File: config.mk
export PLATFORM = sky130hd
export DESIGN_NAME = down_count_arb
export DESIGN_NICKNAME = d
export VERILOG_FILES = /design/src/rtl/down_count_arb_pkg.sv /design/src/rtl/down_count_core.sv /design/src/rtl/down_count_arb.sv
export SDC_FILE = /design/constraint.sdc
export NUM_CORES = 1
export LEC_CHECK = 0
export ABC_CLOCK_PERIOD_IN_PS = 1500
export BUFFER_PORTS_ARGS = -buffer_cell sky130_fd_sc_hd__buf_2
export CAP_MARGIN = 40
export CORE_AREA = 2 2 50 52
export DETAILED_ROUTE_END_ITERATION = 10
export DIE_AREA = 0 0 52 54
export GPL_TIMING_DRIVEN = 0
export PLACE_DENSITY = 0.54
export SYNTH_ARGS = -nofsm -noshare
export SYNTH_HDL_FRONTEND = slang
export SYNTH_SLANG_ARGS = --single-unit
File: constraint.sdc
create_clock -name clk -period 1.5 [get_ports clk]
set_input_delay 0 -clock clk [delete_from_list [all_inputs] [get_ports clk]]
set_output_delay 0 -clock clk [all_outputs]
set_load 0.03 [all_outputs]
File: src/rtl/down_count_arb_pkg.sv
// Shared types and constants for the two-requester down-count arbiter.
package down_count_arb_pkg;

  typedef enum logic [1:0] {
    ST_IDLE  = 2'b00,
    ST_COUNT = 2'b01,
    ST_DONE  = 2'b10
  } state_e;

  localparam int NREQ      = 2;
  localparam int DEF_WIDTH = 4;

endpackage

File: src/rtl/down_count_core.sv
// Loadable WIDTH-bit down counter with enable and zero flag; saturates at zero.
module down_count_core #(
  parameter int WIDTH = 4
) (
  input  logic             clk,
  input  logic             rst_n,
  input  logic             load,
  input  logic             en,
  input  logic [WIDTH-1:0] load_val,
  output logic [WIDTH-1:0] cnt,
  output logic             zero
);

  logic [WIDTH-1:0] cnt_d;
  logic [WIDTH-1:0] cnt_q;

  // Next count: load wins over decrement; never wraps below zero.
  always_comb begin
    cnt_d = cnt_q;
    if (load) begin
      cnt_d = load_val;
    end else if (en && (cnt_q != {WIDTH{1'b0}})) begin
      cnt_d = cnt_q - WIDTH'(1);
    end else begin
      cnt_d = cnt_q;
    end
  end

  // Counter register.
  always_ff @(posedge clk or negedge rst_n) begin
    if (!rst_n) begin
      cnt_q <= {WIDTH{1'b0}};
    end else begin
      cnt_q <= cnt_d;
    end
  end

  assign cnt  = cnt_q;
  assign zero = (cnt_q == {WIDTH{1'b0}});

endmodule

File: src/rtl/down_count_arb.sv
// Round-robin arbiter granting a shared down counter to one of two requesters.
// Optional feature: define DOWN_COUNT_ARB_PAUSE_EN to add a pause input that stalls COUNT.
module down_count_arb
  import down_count_arb_pkg::*;
#(
  parameter int WIDTH = DEF_WIDTH
) (
  input  logic             clk,
  input  logic             rst_n,
  input  logic [1:0]       req,
  input  logic [WIDTH-1:0] load0,
  input  logic [WIDTH-1:0] load1,
`ifdef DOWN_COUNT_ARB_PAUSE_EN
  input  logic             pause,
`endif
  output logic [1:0]       gnt,
  output logic             busy,
  output logic [WIDTH-1:0] cnt,
  output logic [1:0]       done
);

  state_e           state_d, state_q;
  logic             owner_d, owner_q;
  logic             rr_d, rr_q;
  logic [1:0]       gnt_d, gnt_q;
  logic [1:0]       done_d, done_q;
  logic             busy_d, busy_q;
  logic             winner_s;
  logic             pause_s;
  logic             load_s;
  logic             en_s;
  logic             zero_s;
  logic [WIDTH-1:0] load_val_s;

`ifdef DOWN_COUNT_ARB_PAUSE_EN
  assign pause_s = pause;
`else
  assign pause_s = 1'b0;
`endif

  // A lone requester wins outright; on contention the pointer decides.
  always_comb begin
    winner_s = rr_q;
    case (req)
      2'b01:   winner_s = 1'b0;
      2'b10:   winner_s = 1'b1;
      default: winner_s = rr_q;
    endcase
  end

  // Next-state, arbitration and registered-output decode.
  always_comb begin
    state_d = state_q;
    owner_d = owner_q;
    rr_d    = rr_q;
    gnt_d   = gnt_q;
    done_d  = 2'b00;
    load_s  = 1'b0;
    en_s    = 1'b0;
    case (state_q)
      ST_IDLE: begin
        if (req != 2'b00) begin
          state_d = ST_COUNT;
          owner_d = winner_s;
          gnt_d   = winner_s ? 2'b10 : 2'b01;
          load_s  = 1'b1;
        end else begin
          gnt_d = 2'b00;
        end
      end
      ST_COUNT: begin
        // Abort takes priority over pause and terminal count.
        if (!req[owner_q]) begin
          state_d = ST_IDLE;
          gnt_d   = 2'b00;
          rr_d    = ~owner_q;
        end else if (pause_s) begin
          state_d = ST_COUNT;
        end else if (zero_s) begin
          state_d = ST_DONE;
          done_d  = gnt_q;
        end else begin
          en_s = 1'b1;
        end
      end
      ST_DONE: begin
        state_d = ST_IDLE;
        gnt_d   = 2'b00;
        rr_d    = ~owner_q;
      end
      default: begin
        state_d = ST_IDLE;
        gnt_d   = 2'b00;
      end
    endcase
    load_val_s = owner_d ? load1 : load0;
    busy_d     = (state_d != ST_IDLE);
  end

  // State, ownership, pointer and output registers.
  always_ff @(posedge clk or negedge rst_n) begin
    if (!rst_n) begin
      state_q <= ST_IDLE;
      owner_q <= 1'b0;
      rr_q    <= 1'b0;
      gnt_q   <= 2'b00;
      done_q  <= 2'b00;
      busy_q  <= 1'b0;
    end else begin
      state_q <= state_d;
      owner_q <= owner_d;
      rr_q    <= rr_d;
      gnt_q   <= gnt_d;
      done_q  <= done_d;
      busy_q  <= busy_d;
    end
  end

  down_count_core #(
    .WIDTH(WIDTH)
  ) u_core (
    .clk     (clk),
    .rst_n   (rst_n),
    .load    (load_s),
    .en      (en_s),
    .load_val(load_val_s),
    .cnt     (cnt),
    .zero    (zero_s)
  );

  assign gnt  = gnt_q;
  assign done = done_q;
  assign busy = busy_q;

endmodule

* Word-level counts from Yosys, hierarchy flattened *
Index checks and enable logic that the tools add are counted.

word-level totals
  bits in registers = 13
  input port bits = 12
  output and inout port bits = 9
  word-level logic and storage cells = 50

cells by class
  add/subtract/negate cells = 1
  $lt $le $gt $ge = 1
  equal/unequal tests = 5
  multiplexer cells = 26
  bitwise logic cells = 1
  reduce and logical (&&, ||, !) cells = 9

operators by type and width
  kind                   number
  $mux W2                9
  $mux W4                3
  $mux W1                10
  $pmux W2 S2            2
  $reduce_bool A2 Y1     4
  $eq A2 B1 Y1 const B   2
  $eq A2 B2 Y1 const B   2
  $logic_not A4 Y1       1
  $pmux W1 S2            2
  $reduce_bool A4 Y1     1
  $sub A4 B1 Y4 const B  1
  $logic_not A2 Y1       1
  $lt A1 B2 Y1 const B   1
  $ne A2 B2 Y1 const B   1
  $reduce_and A2 Y1      1
  $logic_and A1 B1 Y1    1
  $not A1 Y1             1

* Depth between registers and ports, before layout *
  word-level depth = 7
  depth in mapped cells = 6
  mapped depth without buffers = 5

* Cells and area by module *
Synthesis repeated with hierarchy kept, for this count alone.

unflattened totals
  cells, all modules = 79
  area total of the unflattened synthesis = 864.6 um^2

modules (own cells, without submodules)
  module           instances  cells each  area an instance (um^2)  seq. area each (um^2)
  down_count_arb   1          52          594.3                    225.2
  down_count_core  1          27          270.3                    100.1

* Worst setup path before layout *
No wires, ideal clock.

  path type = reg-to-reg
  start point = register u_core.cnt_q[0], in the netlist u_core.cnt[0]
  end point = register u_core.cnt_q[3], in the netlist u_core.cnt[3]
  setup time = 0.079 ns
  arrival = 1.696 ns
  data required time = 1.421 ns
  setup slack = -0.276 ns
  stages on the path, launching flop included = 6
  path buffers = 0
  period minus slack after synthesis = 1.776 ns
  cell sequence = dfrtp_1 -> inv_1 -> ha_1 -> or4_4 -> o41ai_2 -> a2bb2oi_1

between the ends
  word-level cells in the longest chain between the ends = 6
  elaborated cells between the ends (all ways) = 10
  classes of those cells = add/sub: 1; mux: 5; reduce/logical: 4

ends and longest elaborated chain
  what                                 line                   RTL
  start, declared                      down_count_core.sv:15  logic [WIDTH-1:0] cnt_q;
  start signal, assigned               down_count_core.sv:32  cnt_q <= {WIDTH{1'b0}};
  start signal, assigned               down_count_core.sv:34  cnt_q <= cnt_d;
  $logic_not A4 Y1                     down_count_core.sv:39  assign zero = (cnt_q == {WIDTH{1'b0}});
  $mux W1                              down_count_arb.sv:79   end else if (zero_s) begin
  $mux W1                              down_count_arb.sv:73   if (!req[owner_q]) begin
  $mux W1                              down_count_arb.sv:60   case (state_q)
  $logic_and A1 B1 Y1                  down_count_core.sv:22  end else if (en && (cnt_q != {WIDTH{1'b0}})) begin
  $reduce_bool A2 Y1 (no source line)  n/a

Parallel ways exist; a longest one is shown, timed or not. The select of a mux whose other input is x is not followed.
A chain may end at the register's enable or synchronous reset.

* Worst setup path in the final report *
Same ends and word-level chain as after synthesis.

==> results.yml <==
global_routing:
  grt_pass1_wl_microns: 2725
  overflow: 0
  antenna_found_initial: 0
  grtUsageMet2: 0.2236
  grtUsageMet1: 0.1750
  top_usage_layer: "met2"
  use_met3: 0.01667
  grt_use_total: 0.1353
  grt_pass1_vias: 600
  grt_max_degree: 14
synthesis:
  synth_seq_cells: 13
  syn_area_sq_um: 720.7
  yosysTopAreaCellShare: 0.4514
  synthCells: 65
  seq_area_frac_synth: 0.4514
  yosys_warnings: 0
  synth-edff-count: 0
  ys.flop_type: "dfrtp_1"
  syn_avg_cell_area_sq_um: 11.09
  synth_area_leaders: "dfrtp_1 (45%), mux2i_1 (5.6%), ha_1 (5.2%)"
  yosysTopAreaCell: "dfrtp_1"
  synth_fp_nets: 80
  postSynth.asyncResetShare: 1.000
  synth.distinct_cells: 33
setup_path:
  critPathKind: "reg -> reg"
  r2r_setup_slack_ns: 0.01
  reg2reg_to: "u_core.cnt[3]"
  startpoint: "u_core.cnt[0]"
  cp-endpoint: "u_core.cnt[3]"
  cp-start-kind: "flip-flop"
  critPathRequiredTime_ns: 1.70
  end_kind: "flip-flop"
  critPathArrivalTime_ns: 1.69
  crit-reg2reg-launch: "u_core.cnt[0]"
  reg2regPathDepth: 5
  crit_fanout: 4
placed_design:
  gp_congestion: 0.7127
  post-place-cells: 115
  port_buffers: 20
  dp_hpwl_microns: 1182
flow_run:
  drv_cap: 0
clocking:
  path_clk_slew_ns: 0.08
  cts_sinks: 13
  h-tree-depth: 1
  worstSkewPairLatency_ns: 0.27
  cts_tree: "built"
  numCtsBuffers: 3
  clockBufferDepth: 2
  cts_root_buffer: "clkbuf_4"
floorplan:
  io_pins: 21
  core_sq_mm: 0.002320
  rows: 18
  die_y_microns: 54
  start_util: 0.3107
  dieArea_sq_mm: 0.002808
  die_x_microns: 52
timing:
  maxSlewViolCount: 0
  timing.hold.ws_ns: 0.02867
  hold_viol: 0
  min_period_over_period: 0.9930
  worst_pin_slew_ns: 0.6163
  rsz0062_at_grt: "yes"
  finalCriticalPeriod_ns: 1.489
  fin_worst_skew_ns: 0.005421
  finalSetupViolCount: 0
  max_freq_ghz: 0.6714
  max-slew-margin-rel: 0.5810
layout:
  layout.nets: 109
  drive_gt1_frac: 0.4516
  area_growth_pct: 32.99
  stdcell_count: 123
  n_antenna_cell: 0
  layout.cells.most_common_list: "buf_2 (20), dfrtp_1 (10), nor2_1 (4), mux2i_1 (4)"
  final_common_cell: "buf_2"
detailed_routing:
  ant_nets: 0
  drc: 0
  viasPerCell: 5.122
  vias: 630
  routedWlPerCell_microns: 13.81
  drt_iter0_markers: 13
  drt-total-wl_microns: 1699
  drt_pre_antenna_iters: 4
hold_path:
  hp-class: "in -> reg"
power:
  p_leak_nw: 0.4596
  vdd_drop_max_mv: 0.6537
  power.density_mw_per_mm2: 2030
status:
  status: "finished, final reports clean"
sequential cells by signal, summed over array words and instances, names as in the netlist:
| name | flops |
|---|---|
| gnt | 2 |
| u_core.cnt | 4 |
| rr_q | 1 |
| owner_q | 1 |
| done | 2 |
| state_q | 2 |
| busy | 1 |
where the power goes:
part	switching [mW]	total [mW]	leakage, nW	internal [mW]
combinational	0.586	1.08	0.287	0.497
clock	0.114	0.217	0.0150	0.103
sequential	0.156	0.646	0.158	0.490
total	0.856	1.95	0.460	1.09
layer usage:
layer	wire, microns	share of wire
met1	777	0.46
met2	856	0.50
met3	46	0.027
met4	19	0.011
met5	0	0
cells in the mapped netlist (2+ instances only):
| library cell | number |
|---|---|
| or4_1 | 2 |
| mux2i_1 | 4 |
| o21ai_0 | 3 |
| mux2i_2 | 2 |
| nor2_1 | 4 |
| o311ai_0 | 2 |
| ha_1 | 3 |
| o211ai_1 | 2 |
| inv_1 | 5 |
| a2bb2oi_1 | 2 |
| and3_1 | 2 |
| dfrtp_1 | 13 |
final cells by class:
type / count / area, sq um
plain buffers: 1 / 11.26
clock buffers: 4 / 26.28
fillers: 252 / 1361
inverters: 5 / 18.77
multi-input cells: 45 / 391.6
flip-flops and latches: 13 / 329.1
well taps: 30 / 37.54
repair buffers: 25 / 143.9
stage by stage:
| stage | cell area [sq um] | worst slack, ns | total power [mW] | TNS [ns] | util |
|---|---|---|---|---|---|
| 3_3_place_gp | 873.3 | -0.2169 | 1.589 | -0.8551 | 0.3765 |
| 6_report | 958.4 | 0.01055 | 1.945 | 0 | 0.4132 |
| 4_1_cts | 952.2 | -0.006180 | 1.950 | -0.006180 | 0.4105 |
| 3_5_place_dp | 873.3 | -0.2214 | 1.631 | -1.006 | 0.3765 |
| 2_1_floorplan | 735.7 | -0.1459 | 1.345 | -0.1459 | - |
| 5_1_grt | 958.4 | -0.06163 | 2.101 | -0.1498 | 0.4132 |
critical path, cell delays in order (launching register included):
cell,delay (ns)
dfrtp_2,0.40
inv_2,0.06
ha_4,0.16
or4_4,0.41
o41ai_2,0.21
a2bb2oi_1,0.18
logic make-up (layout without fill, tap and decap cells):
logic type / count (synthesis) / after routing / synth area share
buffers and inverters: 7 / 35 / 0.04687
AOI/OAI and AO/OA: 18 / 18 / 0.2031
muxes: 6 / 6 / 0.09376
and+or+nand+nor: 18 / 18 / 0.1528
DFF: 13 / 13 / 0.4514
adders and majority gates: 3 / 3 / 0.05209
worst min path at each step:
stage | from | end | slack, ns | depth (start not counted)
6_report | load1[0] | u_core.cnt[0] | 0.03 | 3
5_1_grt | load1[2] | u_core.cnt[2] | 0.05 | 3
4_1_cts | load1[0] | u_core.cnt[0] | 0.04 | 3
3_5_place_dp | rst_n | done[1] | -0.09 | 1
3_3_place_gp | rst_n | rr_q | -0.1 | 1
2_1_floorplan | rst_n | busy | -0.30 | 0
timing repair:
| item | 4_1_cts | 5_1_grt |
|---|---|---|
| endpoints found under the hold margin | 13 | 0 |
| hold buffers | 1 | 0 |
| buffers inserted | 4 | 0 |
| pin swaps | 4 | 0 |
| setup endpoints to repair | 7 | 10 |
| resized for setup | 3 | 2 |
(Power assumes the default switching activity.)
